[config.mk]
export PLATFORM = sky130hd
export DESIGN_NAME = connect_four_led_renderer
export DESIGN_NICKNAME = d
export VERILOG_FILES = /design/src/rtl/connect_four_pkg.sv /design/src/rtl/led_bit_tx.sv /design/src/rtl/connect_four_led_renderer.sv
export SDC_FILE = /design/constraint.sdc
export NUM_CORES = 1
export LEC_CHECK = 0
export BUFFER_PORTS_ARGS = -buffer_cell sky130_fd_sc_hd__buf_4
export CAP_MARGIN = 20
export CORE_ASPECT_RATIO = 0.8
export CORE_MARGIN = 8
export CORE_UTILIZATION = 48
export CTS_BUF_LIST = sky130_fd_sc_hd__clkbuf_16
export CTS_CLUSTER_DIAMETER = 120
export DETAILED_ROUTE_END_ITERATION = 8
export SLEW_MARGIN = 20
export SYNTH_ARGS = -nofsm -noshare
export SYNTH_HDL_FRONTEND = slang
export SYNTH_HIERARCHICAL = 1
export SYNTH_SLANG_ARGS = --single-unit
[constraint.sdc]
create_clock -name clk -period 7.63 [get_ports clk]
set_input_delay 0.763 -clock clk [delete_from_list [all_inputs] [get_ports clk]]
set_output_delay 0.763 -clock clk [all_outputs]
set_load 0.03 [all_outputs]
[src/rtl/connect_four_pkg.sv]
// Shared board geometry, cell encoding and renderer state encoding for the
// connect-four LED renderer.
package connect_four_pkg;

  localparam int unsigned COLS  = 7;
  localparam int unsigned ROWS  = 6;
  localparam int unsigned CELLS = COLS * ROWS;

  typedef enum logic [1:0] {
    EMPTY = 2'b00,
    P1    = 2'b01,
    P2    = 2'b10
  } cell_t;

  typedef enum logic [1:0] {
    IDLE,
    LOAD,
    BIT,
    LATCH
  } state_t;

endpackage

[src/rtl/led_bit_tx.sv]
// Single WS2812-style bit transmitter: one start pulse sends one TBIT-cycle
// symbol whose high time is T0H or T1H; done is high on the symbol's last cycle.
module led_bit_tx #(
  parameter int unsigned T0H  = 4,
  parameter int unsigned T1H  = 8,
  parameter int unsigned TBIT = 12
) (
  input  logic clk,
  input  logic rst_n,
  input  logic start,
  input  logic bit_in,
  output logic led,
  output logic done
);

  localparam int unsigned PW = (TBIT > 1) ? $clog2(TBIT) : 1;
  localparam logic [PW-1:0] LAST = PW'(TBIT - 1);

  logic [PW-1:0] phase;
  logic [PW-1:0] phase_nx;
  logic          busy;
  logic          hi;

  assign phase_nx = phase + PW'(1);

  // A start on the last phase chains the next symbol with no gap.
  always_ff @(posedge clk) begin
    if (!rst_n) begin
      phase <= '0;
      busy  <= 1'b0;
      hi    <= 1'b0;
      led   <= 1'b0;
      done  <= 1'b0;
    end else if (start) begin
      phase <= '0;
      busy  <= 1'b1;
      hi    <= bit_in;
      led   <= 1'b1;
      done  <= 1'b0;
    end else if (busy) begin
      if (phase == LAST) begin
        busy <= 1'b0;
        led  <= 1'b0;
        done <= 1'b0;
      end else begin
        phase <= phase_nx;
        led   <= hi ? (32'(phase_nx) < T1H) : (32'(phase_nx) < T0H);
        done  <= (phase_nx == LAST);
      end
    end else begin
      led  <= 1'b0;
      done <= 1'b0;
    end
  end

endmodule

[src/rtl/connect_four_led_renderer.sv]
// Connect-four board keeper: applies column drops, alternates players and
// streams the whole 42-pixel board out as a WS2812 frame whenever it changes.
module connect_four_led_renderer
  import connect_four_pkg::*;
#(
  parameter int unsigned T0H       = 4,
  parameter int unsigned T1H       = 8,
  parameter int unsigned TBIT      = 12,
  parameter int unsigned TRESET    = 500,
  parameter logic [23:0] P1_GRB    = 24'h00FF00,
  parameter logic [23:0] P2_GRB    = 24'h0000FF,
  parameter logic [23:0] EMPTY_GRB = 24'h000000
) (
  input  logic       clk,
  input  logic       rst_n,
  input  logic [2:0] col,
  output logic       led,
  output logic       ready,
  output logic       player,
  output logic       board_full
);

  localparam int unsigned RW = $clog2(TRESET + 1);

  cell_t       board  [CELLS];
  logic [2:0]  height [COLS];
  logic [5:0]  filled;
  logic [2:0]  col_prev;
  logic [2:0]  col_idx;
  logic [2:0]  hgt;
  logic [5:0]  cell_idx;
  logic        accept;

  state_t      state;
  logic        dirty;
  logic [5:0]  pix;
  logic [4:0]  bitcnt;
  logic [23:0] shreg;
  logic [RW-1:0] rcnt;
  logic [23:0] load_grb;
  logic        tx_start;
  logic        tx_bit;
  logic        tx_done;

  function automatic logic [23:0] cell_grb(input cell_t c);
    case (c)
      P1:      return P1_GRB;
      P2:      return P2_GRB;
      default: return EMPTY_GRB;
    endcase
  endfunction

  // Rising edge of "any button" into a non-full column.
  assign col_idx  = col - 3'd1;
  assign hgt      = height[col_idx];
  assign cell_idx = 6'(hgt) * 6'(COLS) + 6'(col_idx);
  assign accept   = (col != 3'd0) && (col_prev == 3'd0) && !board_full &&
                    (hgt < 3'(ROWS));

  always_ff @(posedge clk) begin
    if (!rst_n) begin
      for (int unsigned i = 0; i < CELLS; i++) board[i] <= EMPTY;
      for (int unsigned j = 0; j < COLS; j++) height[j] <= '0;
      filled     <= '0;
      col_prev   <= '0;
      player     <= 1'b0;
      board_full <= 1'b0;
    end else begin
      col_prev <= col;
      if (accept) begin
        board[cell_idx] <= player ? P2 : P1;
        height[col_idx] <= hgt + 3'd1;
        filled          <= filled + 6'd1;
        player          <= ~player;
        board_full      <= (filled == 6'(CELLS - 1));
      end
    end
  end

  // Colour is taken from the live board, so late drops show in later pixels.
  assign load_grb = cell_grb(board[pix]);
  assign tx_start = (state == LOAD) || ((state == BIT) && tx_done && (bitcnt != 5'd0));
  assign tx_bit   = (state == LOAD) ? load_grb[23] : shreg[23];

  always_ff @(posedge clk) begin
    if (!rst_n) begin
      state  <= IDLE;
      ready  <= 1'b0;
      dirty  <= 1'b1;
      pix    <= '0;
      bitcnt <= '0;
      shreg  <= '0;
      rcnt   <= '0;
    end else begin
      case (state)
        IDLE: begin
          ready <= 1'b1;
          if (dirty) begin
            state <= LOAD;
            ready <= 1'b0;
            dirty <= 1'b0;
            pix   <= '0;
          end
        end
        LOAD: begin
          shreg  <= {load_grb[22:0], 1'b0};
          bitcnt <= 5'd23;
          state  <= BIT;
        end
        BIT: begin
          if (tx_done) begin
            if (bitcnt != 5'd0) begin
              shreg  <= shreg << 1;
              bitcnt <= bitcnt - 5'd1;
            end else if (pix < 6'(CELLS - 1)) begin
              pix   <= pix + 6'd1;
              state <= LOAD;
            end else begin
              rcnt  <= RW'(TRESET - 1);
              state <= LATCH;
            end
          end
        end
        LATCH: begin
          if (rcnt == '0) begin
            state <= IDLE;
            ready <= 1'b1;
          end else begin
            rcnt <= rcnt - RW'(1);
          end
        end
        default: state <= IDLE;
      endcase
      // A drop racing the IDLE->LOAD hand-off still earns a follow-up frame.
      if (accept) dirty <= 1'b1;
    end
  end

  led_bit_tx #(
    .T0H (T0H),
    .T1H (T1H),
    .TBIT(TBIT)
  ) u_tx (
    .clk   (clk),
    .rst_n (rst_n),
    .start (tx_start),
    .bit_in(tx_bit),
    .led   (led),
    .done  (tx_done)
  );

endmodule

==> results by group <==
Status
  – Status: complete, no violations

Placed design
  – Pre-CTS WS: 1278 ps
  – Placed Cells: 1,125
  – PortBufs: 8
  – Post-DP HPWL: 14.50 mm
  – RePlAce Congestion: 0.8910
  – Placed Area: 10,780 µm²

Final layout
  – Most common library cell in the layout ignoring fill and taps: edfxtp_1
  – Highest-count cells in the layout ignoring fill and taps: edfxtp_1, nor3_1, dfxtp_1
  – Final net count: 905
  – Layout cells sized above 1: 10.76%
  – Antenna diodes: 0
  – Synthesis-to-layout area growth: 8.471%
  – Non-Filler Instances: 1,167
  – Design Area, Final: 11,520 µm²

Synthesis
  – Yosys top cell area share: 42.13%
  – Sequential area share after synthesis: 56.27%
  – Yosys reg bits: 224
  – Ys Warns: 6
  – Synthesized cell area: 10,620 µm²
  – Mean area per synthesized cell: 11.77 µm²
  – Post-synth top area cell: edfxtp_1
  – Unique masters post-synth: 64
  – Syn nets: 932
  – Synth area leaders: edfxtp_1, dfxtp_1, mux4_2
  – Number of flops mapped to enable cells by yosys: 149
  – Top FF cell, synth: edfxtp_1
  – Post-synthesis cell count: 902
  – Async set-reset flop share out of synthesis: 0%

Global route
  – Number of global-route vias before repair: 7,231
  – Global route total overflow: 0
  – Global Route Usage Sum: 17.02%
  – Initial antenna violation count: 0
  – First-pass GRT wire length: 37.46 mm
  – Largest net degree at the start of global routing: 82

Min path
  – Worst min-delay path class: flop to flop
  – Worst Hold Path Cells: 2
  – Hold EP: shreg[23]
  – Worst hold start: shreg[22]

Floorplanning
  – Die extent in y: 149.0 µm
  – Initial core utilization: 49.12%
  – Io pins: 9
  – Row cnt: 48
  – Die Footprint: 27,170 µm²
  – DIE WIDTH: 182.3 µm
  – Core Box Area: 21,620 µm²

Clocking
  – Root Driver: clkbuf_16
  – Post-CTS sizing: 0
  – Clk_lat worst skew: 520 ps
  – Max clock buf depth: 3
  – H-tree depth: 1
  – Count of hold-fix buffers inserted at cts: 0
  – Postcts setup bufs: 0
  – TritonCTS clock tree: built
  – Number of CTS-inserted buffers: 23
  – Clk slew on worst S/H paths: 70 ps
  – TritonCTS Sinks: 224

Critical path
  – Worst R2R End: board[39][0]
  – CP endpoint kind: flop
  – Kind of critical path: input port to flop
  – RR Startpoint: height[4][2]
  – Cell depth of the worst flop-to-flop path: 12
  – Worst setup SP type: input port
  – WP data required: 7810 ps
  – Worst R2R Setup Slack: 2720 ps
  – Worst EP arrival: 6040 ps
  – Worst-path maximum fanout: 24

Route
  – Total Routed Length: 22.79 mm
  – Drt drc: 0
  – 1st-iter DRT viols: 630
  – Total number of vias: 7,030
  – Routed len/inst: 19.53 µm
  – Initial DRT Pass Iterations: 5
  – Routed Antenna Nets: 0
  – Vias per inst: 6.024

Timing
  – Final setup violation count: 0
  – Final worst slack: 1773 ps
  – Final Hold Vio Count: 0
  – Clock skew: 14.44 ps
  – Slew @ Worst Pin: 957.3 ps
  – Slew margin rel.: 36.00%
  – Tcrit/Tclk final: 76.76%
  – Fmax: 170.7 MHz
  – RSZ-0062 raised after global routing: false
  – Fin Setup TNS: 0 ps
  – Final min period: 5857 ps
  – Slew Viols, Final: 0

Pwr
  – Max VDD drop: 0.1621 mV
  – Int Pwr: 2.158 mW
  – Logic gate share of total power: 18.0%
  – Switching Fraction: 29.60%
  – PwrDens: 266.1 nW/µm²
  – Pwr Total: 3.065 mW
  – Psw: 0.9073 mW
  – Flop pwr share: 46.4%
  – Clock network fraction of design power: 35.7%
  – Leakage: 3.960 nW

Job
  – Max-Cap Viols: 0
-- critical path, cell delays in order --
cell and delay [ps]:
buf_4 190, inv_1 140, ha_1 660, mux4_2 570, mux2i_1 430, fa_1 530
fa_1 520, inv_1 70, fa_1 490, a21o_1 180, a21oi_1 270, xor2_1 130
nor2_1 170, nand2_1 450, o21ai_0 480
-- kinds of logic (layout without fill, tap and decap cells) --
logic type	Yosys count	after routing	synth area share, %
XOR/XNOR	22	22	1.814
adder cells (fa/ha/maj)	25	25	3.228
flip-flops	224	224	56.27
AO/OA/AOI/OAI	159	159	9.142
multiplexers	58	58	10.63
AND/OR/NAND/NOR	313	313	14.81
buffers and inverters	101	91	4.112
-- power by group through the flow --
stage,sequential (mW),combinational (mW),clock [mW]
after floorplan,1.43,0.431,0
after global placement,1.44,0.518,0
after detailed placement,1.45,0.542,0
after CTS,1.42,0.545,1.12
after global routing,1.43,0.614,1.16
final,1.42,0.551,1.09
-- metal layers --
metal	GRT usage, %	up-vias	share of wire (%)	routed length [µm]
met4	4.705	0	1.9	433
met1	22.40	3483	44	10130
met3	2.629	33	4.7	1078
met5	0	-	0	0
li1	-	3329	-	-
met2	29.01	185	49	11150
-- synth_stat cells, types with 3 or more instances --
library cell and number:
edfxtp_1 149, nor3_1 99, dfxtp_1 75, o21ai_0 71, nor2_1 69, clkbuf_1 54, nand2_1 50, a21oi_1 31
inv_1 28, mux4_2 28, nand3_1 22, ha_1 21, nand4_1 17, mux2i_1 16, xnor2_1 13, and2_1 12
and3_1 12, mux4_1 12, o21a_1 10, xor2_1 9, a211oi_1 8, a31oi_1 8, nor2b_1 7, o22ai_1 7
buf_2 6, or3_1 5, a21o_1 4, fa_1 4, nand2b_1 4, buf_1 3, buf_6 3, nor4_1 3
o211ai_1 3, o31ai_1 3, or4_1 3
-- worst max path at each step --
stage | start | to | slack (ps) | cells after the start
after floorplan | col[0] | board[38][0] | 1640 | 20
after global placement | col[0] | board[28][0] | 1540 | 15
after detailed placement | col[0] | board[30][0] | 1280 | 15
after CTS | col[0] | board[30][1] | 1830 | 15
after global routing | col[0] | board[3][1] | 1410 | 15
final | col[0] | board[39][0] | 1770 | 15
-- stage by stage --
step	hold WS, ps	util (%)
floorplan	432.1	-
global placement	438.6	49.86
detailed placement	444.6	49.86
CTS	458.4	53.25
global route	483.7	53.28
finish	447.4	53.28
-- flip-flops by register name, summed over array words and instances (netlist names), named ones only --
register,count
player,1
u_tx/busy,1
board_full,1
ready,1
u_tx/hi,1
board,128
u_tx/done,1
rcnt,9
col_prev,3
bitcnt,5
height,24
dirty,1
pix,6
u_tx/phase,4
state,2
u_tx/led,1
shreg,23
filled,6
-- cell type report --
| class | count | area, µm² |
|---|---|---|
| clock buffer | 24 | 600.6 |
| timing repair buffer | 18 | 135.1 |
| sequential | 224 | 5977 |
| tap | 275 | 344.1 |
| clock inverter | 18 | 132.6 |
| fill | 1804 | 10100 |
| inverter | 31 | 116.4 |
| multi-input combinational | 577 | 4214 |
(Power assumes the default switching activity.)
